<file path="src/rtl/alu_ctrl_pkg.sv">
// Shared types and constants for the ALU instruction controller.
// Optional build macro: ALU_CTRL_ZERO_REG_EN (r0 read-only).
package alu_ctrl_pkg;
   typedef enum logic [1:0] {S_IDLE, S_DECODE, S_EXEC, S_WB} state_t;

   localparam logic [3:0] OP_RTYPE = 4'h0;
   localparam logic [3:0] OP_CMPI  = 4'hB;
   localparam logic [3:0] EXT_NOP  = 4'h0;
   localparam logic [3:0] EXT_CMP  = 4'hB;

   localparam int INSTR_W = 16;
   localparam int OP_LO   = 12;
   localparam int RD_LO   = 8;
   localparam int EXT_LO  = 4;
   localparam int RS_LO   = 0;
   localparam int IMM_HI  = 7;
endpackage

</file>
<file path="src/rtl/alu_ctrl_decode.sv">
// Combinational instruction decode: register selects, ALU opcode, immediate and writeback qualifier.
// Honours ALU_CTRL_ZERO_REG_EN (no writeback to r0 when defined).
module alu_ctrl_decode
   import alu_ctrl_pkg::*;
#(
   parameter int SELW = 4
) (
   input  logic [INSTR_W-1:0] i_instr,
   output logic [SELW-1:0]    o_rdest,
   output logic [SELW-1:0]    o_rsrc,
   output logic [7:0]         o_alu_op,
   output logic               o_imm_sel,
   output logic [15:0]        o_imm_out,
   output logic               o_wb_en
);
   logic [3:0] w_op;
   logic [3:0] w_ext;

   assign w_op  = i_instr[OP_LO +: 4];
   assign w_ext = i_instr[EXT_LO +: 4];

   always_comb begin
      o_rdest   = i_instr[RD_LO +: SELW];
      o_rsrc    = i_instr[RS_LO +: SELW];
      o_alu_op  = {w_op, 4'h0};
      o_imm_sel = 1'b1;
      o_imm_out = {{8{i_instr[IMM_HI]}}, i_instr[IMM_HI:0]};
      if (w_op == OP_RTYPE) begin
         o_alu_op  = {4'h0, w_ext};
         o_imm_sel = 1'b0;
         o_imm_out = '0;
      end
      // Compares and NOP retire without touching the register file.
      o_wb_en = !(((w_op == OP_RTYPE) && ((w_ext == EXT_NOP) || (w_ext == EXT_CMP)))
                  || (w_op == OP_CMPI));
`ifdef ALU_CTRL_ZERO_REG_EN
      if (o_rdest == '0) o_wb_en = 1'b0;
`endif
   end
endmodule

</file>
<file path="src/rtl/alu_ctrl_fsm.sv">
// Four-state instruction sequencer (IDLE/DECODE/EXECUTE/WRITEBACK) driving the ALU datapath controls.
// Optional build macro: ALU_CTRL_ZERO_REG_EN (r0 read-only).
module alu_ctrl_fsm
   import alu_ctrl_pkg::*;
#(
   parameter int NREGS = 16,
   parameter int SELW  = 4
) (
   input  logic             clk,
   input  logic             reset,
   input  logic [15:0]      instr,
   input  logic             instr_valid,
   output logic             instr_ready,
   output logic [SELW-1:0]  src_sel,
   output logic [SELW-1:0]  dst_sel,
   output logic             imm_sel,
   output logic [15:0]      imm_out,
   output logic [7:0]       alu_op,
   output logic             buff_en,
   output logic [NREGS-1:0] reg_en,
   output logic             done
);
   localparam logic [NREGS-1:0] ONE = NREGS'(1);

   state_t           r_state;
   logic [SELW-1:0]  r_src_sel, r_dst_sel;
   logic             r_imm_sel, r_buff_en, r_done, r_wb_en;
   logic [15:0]      r_imm_out;
   logic [7:0]       r_alu_op;
   logic [NREGS-1:0] r_reg_en;

   logic [SELW-1:0]  w_rdest, w_rsrc;
   logic [7:0]       w_alu_op;
   logic             w_imm_sel, w_wb_en;
   logic [15:0]      w_imm_out;

   alu_ctrl_decode #(.SELW(SELW)) u_decode (
      .i_instr   (instr),
      .o_rdest   (w_rdest),
      .o_rsrc    (w_rsrc),
      .o_alu_op  (w_alu_op),
      .o_imm_sel (w_imm_sel),
      .o_imm_out (w_imm_out),
      .o_wb_en   (w_wb_en)
   );

   // Gated with reset so ready is low for the whole reset window, high the instant it releases.
   assign instr_ready = (r_state == S_IDLE) && reset;

   always_ff @(posedge clk or negedge reset) begin
      if (!reset) begin
         r_state   <= S_IDLE;
         r_src_sel <= '0;
         r_dst_sel <= '0;
         r_imm_sel <= 1'b0;
         r_imm_out <= '0;
         r_alu_op  <= '0;
         r_wb_en   <= 1'b0;
         r_buff_en <= 1'b0;
         r_reg_en  <= '0;
         r_done    <= 1'b0;
      end else begin
         case (r_state)
            S_IDLE: if (instr_valid) begin
               r_state   <= S_DECODE;
               r_src_sel <= w_rdest;
               r_dst_sel <= w_rsrc;
               r_imm_sel <= w_imm_sel;
               r_imm_out <= w_imm_out;
               r_alu_op  <= w_alu_op;
               r_wb_en   <= w_wb_en;
            end
            S_DECODE: begin
               r_state   <= S_EXEC;
               r_buff_en <= 1'b1;
            end
            S_EXEC: begin
               r_state  <= S_WB;
               r_reg_en <= r_wb_en ? (ONE << r_src_sel) : '0;
               r_done   <= 1'b1;
            end
            default: begin
               r_state   <= S_IDLE;
               r_src_sel <= '0;
               r_dst_sel <= '0;
               r_imm_sel <= 1'b0;
               r_imm_out <= '0;
               r_alu_op  <= '0;
               r_wb_en   <= 1'b0;
               r_buff_en <= 1'b0;
               r_reg_en  <= '0;
               r_done    <= 1'b0;
            end
         endcase
      end
   end

   assign src_sel = r_src_sel;
   assign dst_sel = r_dst_sel;
   assign imm_sel = r_imm_sel;
   assign imm_out = r_imm_out;
   assign alu_op  = r_alu_op;
   assign buff_en = r_buff_en;
   assign reg_en  = r_reg_en;
   assign done    = r_done;
endmodule

</file>
<file path="config.mk">
export PLATFORM = sky130hd
export DESIGN_NAME = alu_ctrl_fsm
export DESIGN_NICKNAME = d
export VERILOG_FILES = /design/src/rtl/alu_ctrl_pkg.sv /design/src/rtl/alu_ctrl_decode.sv /design/src/rtl/alu_ctrl_fsm.sv
export SDC_FILE = /design/constraint.sdc
export NUM_CORES = 1
export LEC_CHECK = 0
export BUFFER_PORTS_ARGS = -buffer_cell sky130_fd_sc_hd__buf_2
export CAP_MARGIN = 20
export CORE_AREA = 2 2 86 88
export DETAILED_ROUTE_END_ITERATION = 16
export DIE_AREA = 0 0 88 90
export SKIP_CTS_REPAIR_TIMING = 1
export SYNTH_ARGS = -nofsm -noshare
export SYNTH_HDL_FRONTEND = slang
export SYNTH_HIERARCHICAL = 1
export SYNTH_SLANG_ARGS = --single-unit
</file>
<file path="constraint.sdc">
create_clock -name clk -period 3.45 [get_ports clk]
set_input_delay 0.5175 -clock clk [delete_from_list [all_inputs] [get_ports clk]]
set_output_delay 0.5175 -clock clk [all_outputs]
set_load 0.05 [all_outputs]
</file>
==> metrics.txt, run 1 <==
Pre-antenna DRT Iters 4; IR drop worst, VDD around 550 uV; first-pass GRT wire length approximately 9.6 mm; Chip Height about 90 um; fin nets 320; Area Overhead vs Synth 11.0%; maxcap violations 0; CP endpoint kind primary output; clock latency on the worst-skew pair around 0.32 ns; final wirelength between 5 and 6 mm; Cell Rows 31; Layout Utilization a little over two fifths; Mapped Nets between 200 and 300; core area roughly 7000 um^2; final clock skew between 0.007 and 0.008 ns; initial core utilization between 30% and 40%; Cell Pwr Density roughly 1100 nW/um^2; TritonCTS Sinks 54; Final Setup Violations 0; Placer Congestion around 0.74; slew margin rel. 34.2%; Fin. Hold Viols 0; DR WL/cell roughly 15 um; Clock transition at path regs ~0.11 ns; setup TNS 0 ns; vias in the first global route between 1500 and 2000; cell taking the most area after synthesis dfrtp_1; critical path class reg2out; CTS tree yes; routed vias/inst approximately 4.9; Min Clock Period, post-route between 2 and 3 ns; post-synth cell types 28; DRC 0; Slew Limit Fails 0; Chip Width ~88 um; Synth Instances about 260; H-Tree Depth 2; CTS Buf Count 5; reg-to-reg setup timing slack ~0.97 ns; Congestion Overflow GR 0; Warnings, synthesis 6; ANT cells 0; Final Cell Area between 3000 and 4000 um^2; antenna violations before repair 0; CTS Root Cell clkbuf_8; fill count roughly 700; io pins 71; layout cell share with drive strength beyond 1 between 30% and 40%; worst r2r dst imm_out[1]; via count around 2000; post-synthesis sequential area ratio between 40% and 50%; RSZ-0062 raised after global routing no; IO buf count 70; worst hold path type in2async; status completed; HPWL Detailed between 3 and 4 mm; reg2reg path depth 5; Synth top area share about half; worst path required time 2.93 ns; Clock Path Buffers 2; crit start category flop; First DRT Iteration DRCs 75; Die ar. a little under 8000 um^2; DP Area a little under 3000 um^2; largest cells by area after synthesis dfrtp_1 50%, o21ai_2 9.7%, o21ai_0 7.2%; CP Max Fanout 20; #FFs+latches synth 54; Slew @ Worst Pin approximately 0.99 ns; reg-to-reg startpoint r_state[0]; Syn Area/Cell roughly 11 um^2; Lkg Pwr approximately 1.5 nW; fin crit share about 77%; GRT Util Overall about 15%; worst path arrival time approximately 2.1 ns; largest net degree at the start of global routing 55; Fmax roughly 0.38 GHz; Final ANT Viol Nets 0; Synth Cell Area approximately 2700 um^2
critical path, stage by stage, from the launching register on:
cell and delay, ns:
dfrtp_1 0.40, inv_1 0.10, ha_1 0.56, buf_4 0.34
and2_1 0.16, buf_2 0.27
worst max-delay path by stage:
stage | slack, ns | from | to | cells past startpoint
3_5_place_dp | 0.94 | r_state[0] | imm_out[1] | 5
6_report | 0.79 | r_state[0] | instr_ready | 5
5_1_grt | 0.60 | r_state[0] | instr_ready | 5
3_3_place_gp | 1.02 | r_state[0] | imm_out[3] | 5
4_1_cts | 0.76 | r_state[0] | instr_ready | 5
2_1_floorplan | 1.45 | r_state[0] | instr_ready | 5
registers in the layout (all words and copies together) (netlist names):
register / count
imm_out: 16
reg_en: 16
alu_op: 8
dst_sel: 4
src_sel: 4
r_state: 2
buff_en: 1
done: 1
imm_sel: 1
r_wb_en: 1
per-stage QoR:
| step | cells | setup WS (ns) | hold slack, ns | total power (W) |
|---|---|---|---|---|
| 6_report | 398 | 0.792 | 0.363 | 0.00318 |
| 5_1_grt | 398 | 0.595 | 0.426 | 0.00339 |
| 4_1_cts | 398 | 0.765 | 0.401 | 0.00321 |
| 3_5_place_dp | 390 | 0.942 | 0.475 | 0.00284 |
| 3_3_place_gp | 390 | 1.02 | 0.475 | 0.00283 |
| 2_1_floorplan | 257 | 1.45 | 0.222 | 0.00263 |
cell families after synthesis:
group | synth area share [%]
compound gates | 22.8
fa+ha+maj | 1.38
buf+inv | 11.5
flops | 49.8
mux | 1.25
simple gates | 13.3
per-layer routing:
| metal | wire [um] | GRT usage [%] |
|---|---|---|
| met1 | 2810 | 22.1 |
| met2 | 2540 | 22.4 |
| met3 | 328 | 3.67 |
| met4 | 101 | 5.00 |
| met5 | 0 | 0 |
cell usage in the layout (no fill, tap or decap):
master | Yosys | layout
a21o_1 | 1 | 1
a21oi_1 | 1 | 1
a22o_1 | 10 | 10
a32o_1 | 6 | 6
and2_1 | 6 | 6
and2b_1 | 3 | 3
and3_1 | 2 | 2
and4bb_1 | 1 | 1
buf_2 | 3 | 70
buf_4 | 16 | 4
clkbuf_8 | 0 | 5
clkinv_4 | 0 | 1
clkinvlp_4 | 0 | 1
dfrtp_1 | 54 | 54
ha_1 | 3 | 3
inv_1 | 3 | 3
inv_6 | 0 | 1
mux2_2 | 3 | 3
nand2_1 | 34 | 34
nand3_1 | 1 | 1
nor2_1 | 1 | 1
nor2b_1 | 12 | 12
nor2b_4 | 1 | 1
nor3_1 | 2 | 2
nor4_1 | 1 | 1
nor4_4 | 1 | 1
o21ai_0 | 39 | 39
o21ai_2 | 30 | 30
or2_1 | 2 | 1
or2_2 | 0 | 1
cell usage after synthesis:
library cell,instances
mux2_2,3
nor2_1,1
a21o_1,1
inv_1,3
and2_1,6
nor4_4,1
nand3_1,1
nor2b_4,1
dfrtp_1,54
buf_6,5
and2b_1,3
buf_2,3
a32o_1,6
o21ai_0,39
and3_1,2
and4bb_1,1
buf_4,16
or2_1,2
buf_12,3
a21oi_1,1
nand2_1,34
clkbuf_1,13
nor2b_1,12
a22o_1,10
nor4_1,1
ha_1,3
o21ai_2,30
nor3_1,2
cell type report:
type / count / area, um^2 / share of cell area, %
Tap cell: 99 / 124 / 4.11
Timing Repair Buffer: 74 / 380 / 12.6
Sequential cell: 54 / 1350 / 44.9
Multi-Input combinational cell: 160 / 1050 / 34.9
Clock inverter: 3 / 25.0 / 0.831
Inverter: 3 / 11.3 / 0.374
Clock buffer: 5 / 68.8 / 2.29
report_power, final:
part | leakage [nW] | internal (W) | switching (W)
clock network | 0.0447 | 0.000147 | 0.000226
logic | 0.732 | 0.000420 | 0.00141
registers | 0.731 | 0.000835 | 0.000139
total | 1.51 | 0.00140 | 0.00178
(Power assumes the default switching activity.)
==> run 2: changes to the inputs <==
==> constraint.sdc (replaced) <==
create_clock -name clk -period 2.15 [get_ports clk]
set_input_delay 0.3225 -clock clk [delete_from_list [all_inputs] [get_ports clk]]
set_output_delay 0.3225 -clock clk [all_outputs]
set_load 0.05 [all_outputs]
==> metrics.txt, run 2 (same netlist as run 1, synthesis figures left out) <==
status completed (unchanged); buffers and inverters on the worst path 3 (unchanged); HPWL Detailed 4.02 mm (was 3.94 mm); maxcap violations 0 (unchanged); GRT Util Overall 15.3% (about the same); Placer Congestion 0.752 (was 0.743); commonest cells after routing, fill and taps aside 69 x buf_2, 54 x dfrtp_1, 39 x o21ai_0, 34 x nand2_1, 30 x o21ai_2 (was 70 x buf_2, 54 x dfrtp_1, 39 x o21ai_0, 34 x nand2_1, 30 x o21ai_2); Cell Rows 31 (unchanged); Final Setup Violations 0 (unchanged); IR drop worst, VDD 718 uV (was 552 uV); TritonCTS Sinks 54 (unchanged); Lkg Pwr 1.55 nW (was 1.51 nW); Cell Pwr Density 1730 nW/um^2 (was 1060 nW/um^2); Congestion Overflow GR 0 (unchanged); worst hold path type in2async (unchanged); Min Clock Period, post-route about 2 ns; slew margin rel. 55.5% (was 34.2%); Slew @ Worst Pin 0.668 ns (was 0.987 ns); Fin. Hold Viols 0 (unchanged); io pins 71 (unchanged); CTS Buf Count 5 (unchanged); first-pass GRT wire length 9.66 mm (was 9.64 mm); most common cell after layout, fill and taps aside buf_2 (unchanged); final clock skew 0.00477 ns (was 0.00728 ns); DRC 0 (unchanged); vias in the first global route 1951 (was 1919); setup TNS 0 ns (unchanged); Chip Width 88 um (unchanged); CTS tree yes (unchanged); Cells after DPL 394 (was 390); fin nets 324 (was 320); RSZ-0062 raised after global routing no (unchanged); clock latency on the worst-skew pair 0.31 ns (was 0.32 ns); layout cell share with drive strength beyond 1 40.3% (was 39.5%); CP peak stage delay 0.40 ns (was 0.56 ns); DR WL/cell 14.3 um (was 14.5 um); Die ar. 7920 um^2 (unchanged); worst path required time 1.83 ns (was 2.93 ns); final wirelength 5.73 mm (was 5.79 mm); antenna violations before repair 0 (unchanged); Post-Layout Cell Count 402 (was 398); routed vias/inst 4.91 (was 4.90); Fmax approximately 0.50 GHz; ANT cells 0 (unchanged); worst path arrival time 1.67 ns (was 2.14 ns); Critical-path top delay cell dfrtp_1 (was ha_1); CP endpoint kind primary output (unchanged); Clock transition at path regs 0.10 ns (was 0.11 ns); CTS Root Cell clkbuf_8 (unchanged); First DRT Iteration DRCs 118 (was 75); via count 1972 (was 1951); H-Tree Depth 2 (unchanged); Chip Height 90 um (unchanged); critical path class reg2out (unchanged); largest net degree at the start of global routing 55 (unchanged); family with the most delay on the worst path buffers and inverters (unchanged); initial core utilization 38.6% (unchanged); Final ANT Viol Nets 0 (unchanged); crit start category flop (unchanged); IO buf count 70 (unchanged); Pre-antenna DRT Iters 4 (unchanged); fin crit share about 93%; Clock Path Buffers 2 (unchanged); Area Overhead vs Synth 13.9% (was 11.0%); worst path cell trace inv_1 > ha_1 > buf_12 > and2_1 > clkbuf_4 (was inv_1 > ha_1 > buf_4 > and2_1 > buf_2); core area 7020 um^2 (unchanged); Slew Limit Fails 0 (unchanged); CP Max Fanout 35 (was 20)
## run 2: cell count changes in the layout (fill, tap and decap cells not counted), sizes merged
cell	change
bufinv	+1
clkinvlp	-1
clkbuf	+1
buf	+3
## run 2: final timing paths
check                      startpoint          end  depth (start not counted)  slack [ns]
max                        r_state[0]  instr_ready                          5        0.16
min                             reset   src_sel[1]                          2        0.19
max reg2reg                r_state[0]   imm_out[3]                          6        0.32
min reg2reg                reg_en[13]   reg_en[13]                          1        0.50
max in group asynchronous       reset   r_state[1]                          2        1.52
min in group clk             instr[9]   src_sel[1]                          3        0.26
## run 2: through the flow
stage	total power [W]	hold WS, ns	setup WS, ns	instance area, um^2	util (%)
finish	0.00534	0.192	0.158	3090	44.0
global route	0.00569	0.263	0.0210	3090	44.0
CTS	0.00537	0.236	0.00352	3080	43.8
detailed placement	0.00467	0.484	0.354	2960	42.1
global placement	0.00465	0.474	0.397	2960	42.1
floorplan	0.00422	0.0269	0.345	2710	-
## run 2: routing by layer
metal	GRT usage (%)	share of wire [%]	vias up	routed length, um
li1	-	-	960	-
met1	22.0	49	943	2790
met2	22.6	44	60	2530
met3	3.49	5.5	9	316
met4	5.13	1.7	0	96
met5	0	0	-	0
## run 2: cell type report
cell class | count | area, um^2
multi-input combinational | 160 | 1050
clock buffer | 5 | 68.8
inverter | 3 | 11.3
timing repair buffer | 78 | 438
clock inverter | 3 | 47.5
sequential | 54 | 1350
tap | 99 | 124
fill | 698 | 3930
## run 2: power breakdown
group,leakage (nW),switching (W),internal [W],total [W]
registers,0.731,0.000226,0.00134,0.00157
logic,0.761,0.00228,0.000794,0.00307
clock network,0.0587,0.000350,0.000353,0.000703
==> run 3: changes to the inputs <==
--- a/config.mk
+++ b/config.mk
@@ -6,7 +6,6 @@
 export NUM_CORES = 1
 export LEC_CHECK = 0
 export BUFFER_PORTS_ARGS = -buffer_cell sky130_fd_sc_hd__buf_2
-export CAP_MARGIN = 20
 export CORE_AREA = 2 2 86 88
 export DETAILED_ROUTE_END_ITERATION = 16
 export DIE_AREA = 0 0 88 90
==> constraint.sdc (replaced) <==
create_clock -name clk -period 2.15 [get_ports clk]
set_input_delay 0.3225 -clock clk [delete_from_list [all_inputs] [get_ports clk]]
set_output_delay 0.3225 -clock clk [all_outputs]
set_load 0.1 [all_outputs]
==> metrics.txt, run 3 (same netlist as run 1, synthesis figures left out) <==
setup TNS 0 ns (unchanged); CP Launch Point r_state[0] (unchanged); antenna violations before repair 0 (unchanged); Min Clock Period, post-route 1.98 ns (was 1.99 ns); via count 1944 (was 1972); TritonCTS Sinks 54 (unchanged); CTS tree yes (unchanged); Clock transition at path regs 0.10 ns (about the same); final wirelength 5.83 mm (was 5.73 mm); area occupied by multi-input gates 1050 um^2 (unchanged); Placer Congestion 0.708 (was 0.752); largest net degree at the start of global routing 55 (unchanged); Layout Utilization 44.0% (unchanged); Final ANT Viol Nets 0 (unchanged); maxcap violations 0 (unchanged); First DRT Iteration DRCs 80 (was 118); slew margin rel. 54.7% (was 55.5%); RSZ-0062 raised after global routing no (unchanged); Fin. Hold Viols 0 (unchanged); Slew Limit Fails 0 (unchanged); clock latency on the worst-skew pair 0.31 ns (about the same); Fin Hold WS 0.163 ns (was 0.192 ns); Chip Width 88 um (unchanged); most common cell after layout, fill and taps aside buf_2 (unchanged); commonest cells after routing, fill and taps aside 69 x buf_2, 54 x dfrtp_1, 39 x o21ai_0, 34 x nand2_1, 30 x o21ai_2 (unchanged); Final Setup Violations 0 (unchanged); ANT cells 0 (unchanged); fin crit share 91.9% (was 92.6%); H-Tree Depth 2 (unchanged); vias in the first global route 1832 (was 1951); DRC 0 (unchanged); fill count 696 (was 698); Area Overhead vs Synth 13.9% (unchanged); final clock skew 0.0110 ns (was 0.00477 ns); crit start category flop (unchanged); worst hold path type in2async (unchanged); core area 7020 um^2 (unchanged); routed vias/inst 4.84 (was 4.91); register area 1350 um^2 (unchanged); worst path cell trace inv_1 > ha_1 > buf_4 > and2_1 > buf_12 (was inv_1 > ha_1 > buf_12 > and2_1 > clkbuf_4); layout cell share with drive strength beyond 1 40.3% (unchanged); CTS Buf Count 5 (unchanged); Pre-antenna DRT Iters 4 (unchanged); Slew @ Worst Pin 0.679 ns (was 0.668 ns); IO buf count 70 (unchanged); CP Max Fanout 18 (was 35); first-pass GRT wire length 9.47 mm (was 9.66 mm); Clock Path Buffers 2 (unchanged); Critical-path top delay cell dfrtp_1 (unchanged); GRT Util Overall 15.0% (was 15.3%); initial core utilization 38.6% (unchanged); worst path arrival time 1.65 ns (was 1.67 ns); status completed (unchanged); Congestion Overflow GR 0 (unchanged); CP peak stage delay 0.40 ns (about the same); worst path required time 1.83 ns (about the same); CP endpoint kind primary output (unchanged); DR WL/cell 14.5 um (was 14.3 um); Die ar. 7920 um^2 (unchanged); io pins 71 (unchanged); Cell Rows 31 (unchanged); fin nets 324 (unchanged); critical path class reg2out (unchanged); HPWL Detailed 3.96 mm (was 4.02 mm); reg-to-reg startpoint r_state[0] (unchanged); CTS Root Cell clkbuf_8 (unchanged); Chip Height 90 um (unchanged); Fmax 0.506 GHz (was 0.502 GHz)
run 3: cell types whose count changed in the layout (fill, tap and decap cells not counted):
cell,previous run,this run
buf_4,6,7
clkbuf_4,1,0
run 3: final timing paths:
kind                       depth (start not counted)          end  slack, ns
max in group asynchronous                          2   dst_sel[2]       1.53
setup reg to reg                                   5         done       0.22
min in group clk                                   3   src_sel[0]       0.25
hold reg to reg                                    1   reg_en[11]       0.50
setup / recovery                                   5  instr_ready       0.17
hold / removal                                     2   reg_en[10]       0.16
run 3: cell type report:
class / instances / share of cell area, %
inverter: 3 / 0.364
clock buffer: 5 / 2.23
timing repair buffer: 78 / 14.2
tap: 99 / 4.01
sequential: 54 / 43.7
multi-input combinational: 160 / 34.0
clock inverter: 3 / 1.54
run 3: per-layer routing:
layer	routed length [um]	up-vias	track usage, %	part of all wire [%]
met5	0	-	0	0
met4	27	0	3.46	0.46
met3	388	2	4.50	6.7
met2	2640	53	21.2	45
met1	2770	929	22.5	48
li1	-	960	-	-
run 3: worst max-delay path: cells and delay by family, from the launching register on:
kind | cells | cell delay (ns)
buffers and inverters | 3 | 0.53
flip-flops | 1 | 0.40
AND/OR/NAND/NOR | 1 | 0.21
adder cells (fa/ha/maj) | 1 | 0.21
run 3: stage by stage:
stage               instances  worst slack, ns  cell area (um^2)
global route              402           0.0708              3090
detailed placement        394            0.243              2970
global placement          394            0.316              2970
floorplan                 257           0.0175              2710
CTS                       402            0.165              3090
finish                    402            0.174              3090
Power of run 3 is not shown: default switching activity piles up to over one toggle a cycle in this logic, so the estimate is an artifact.
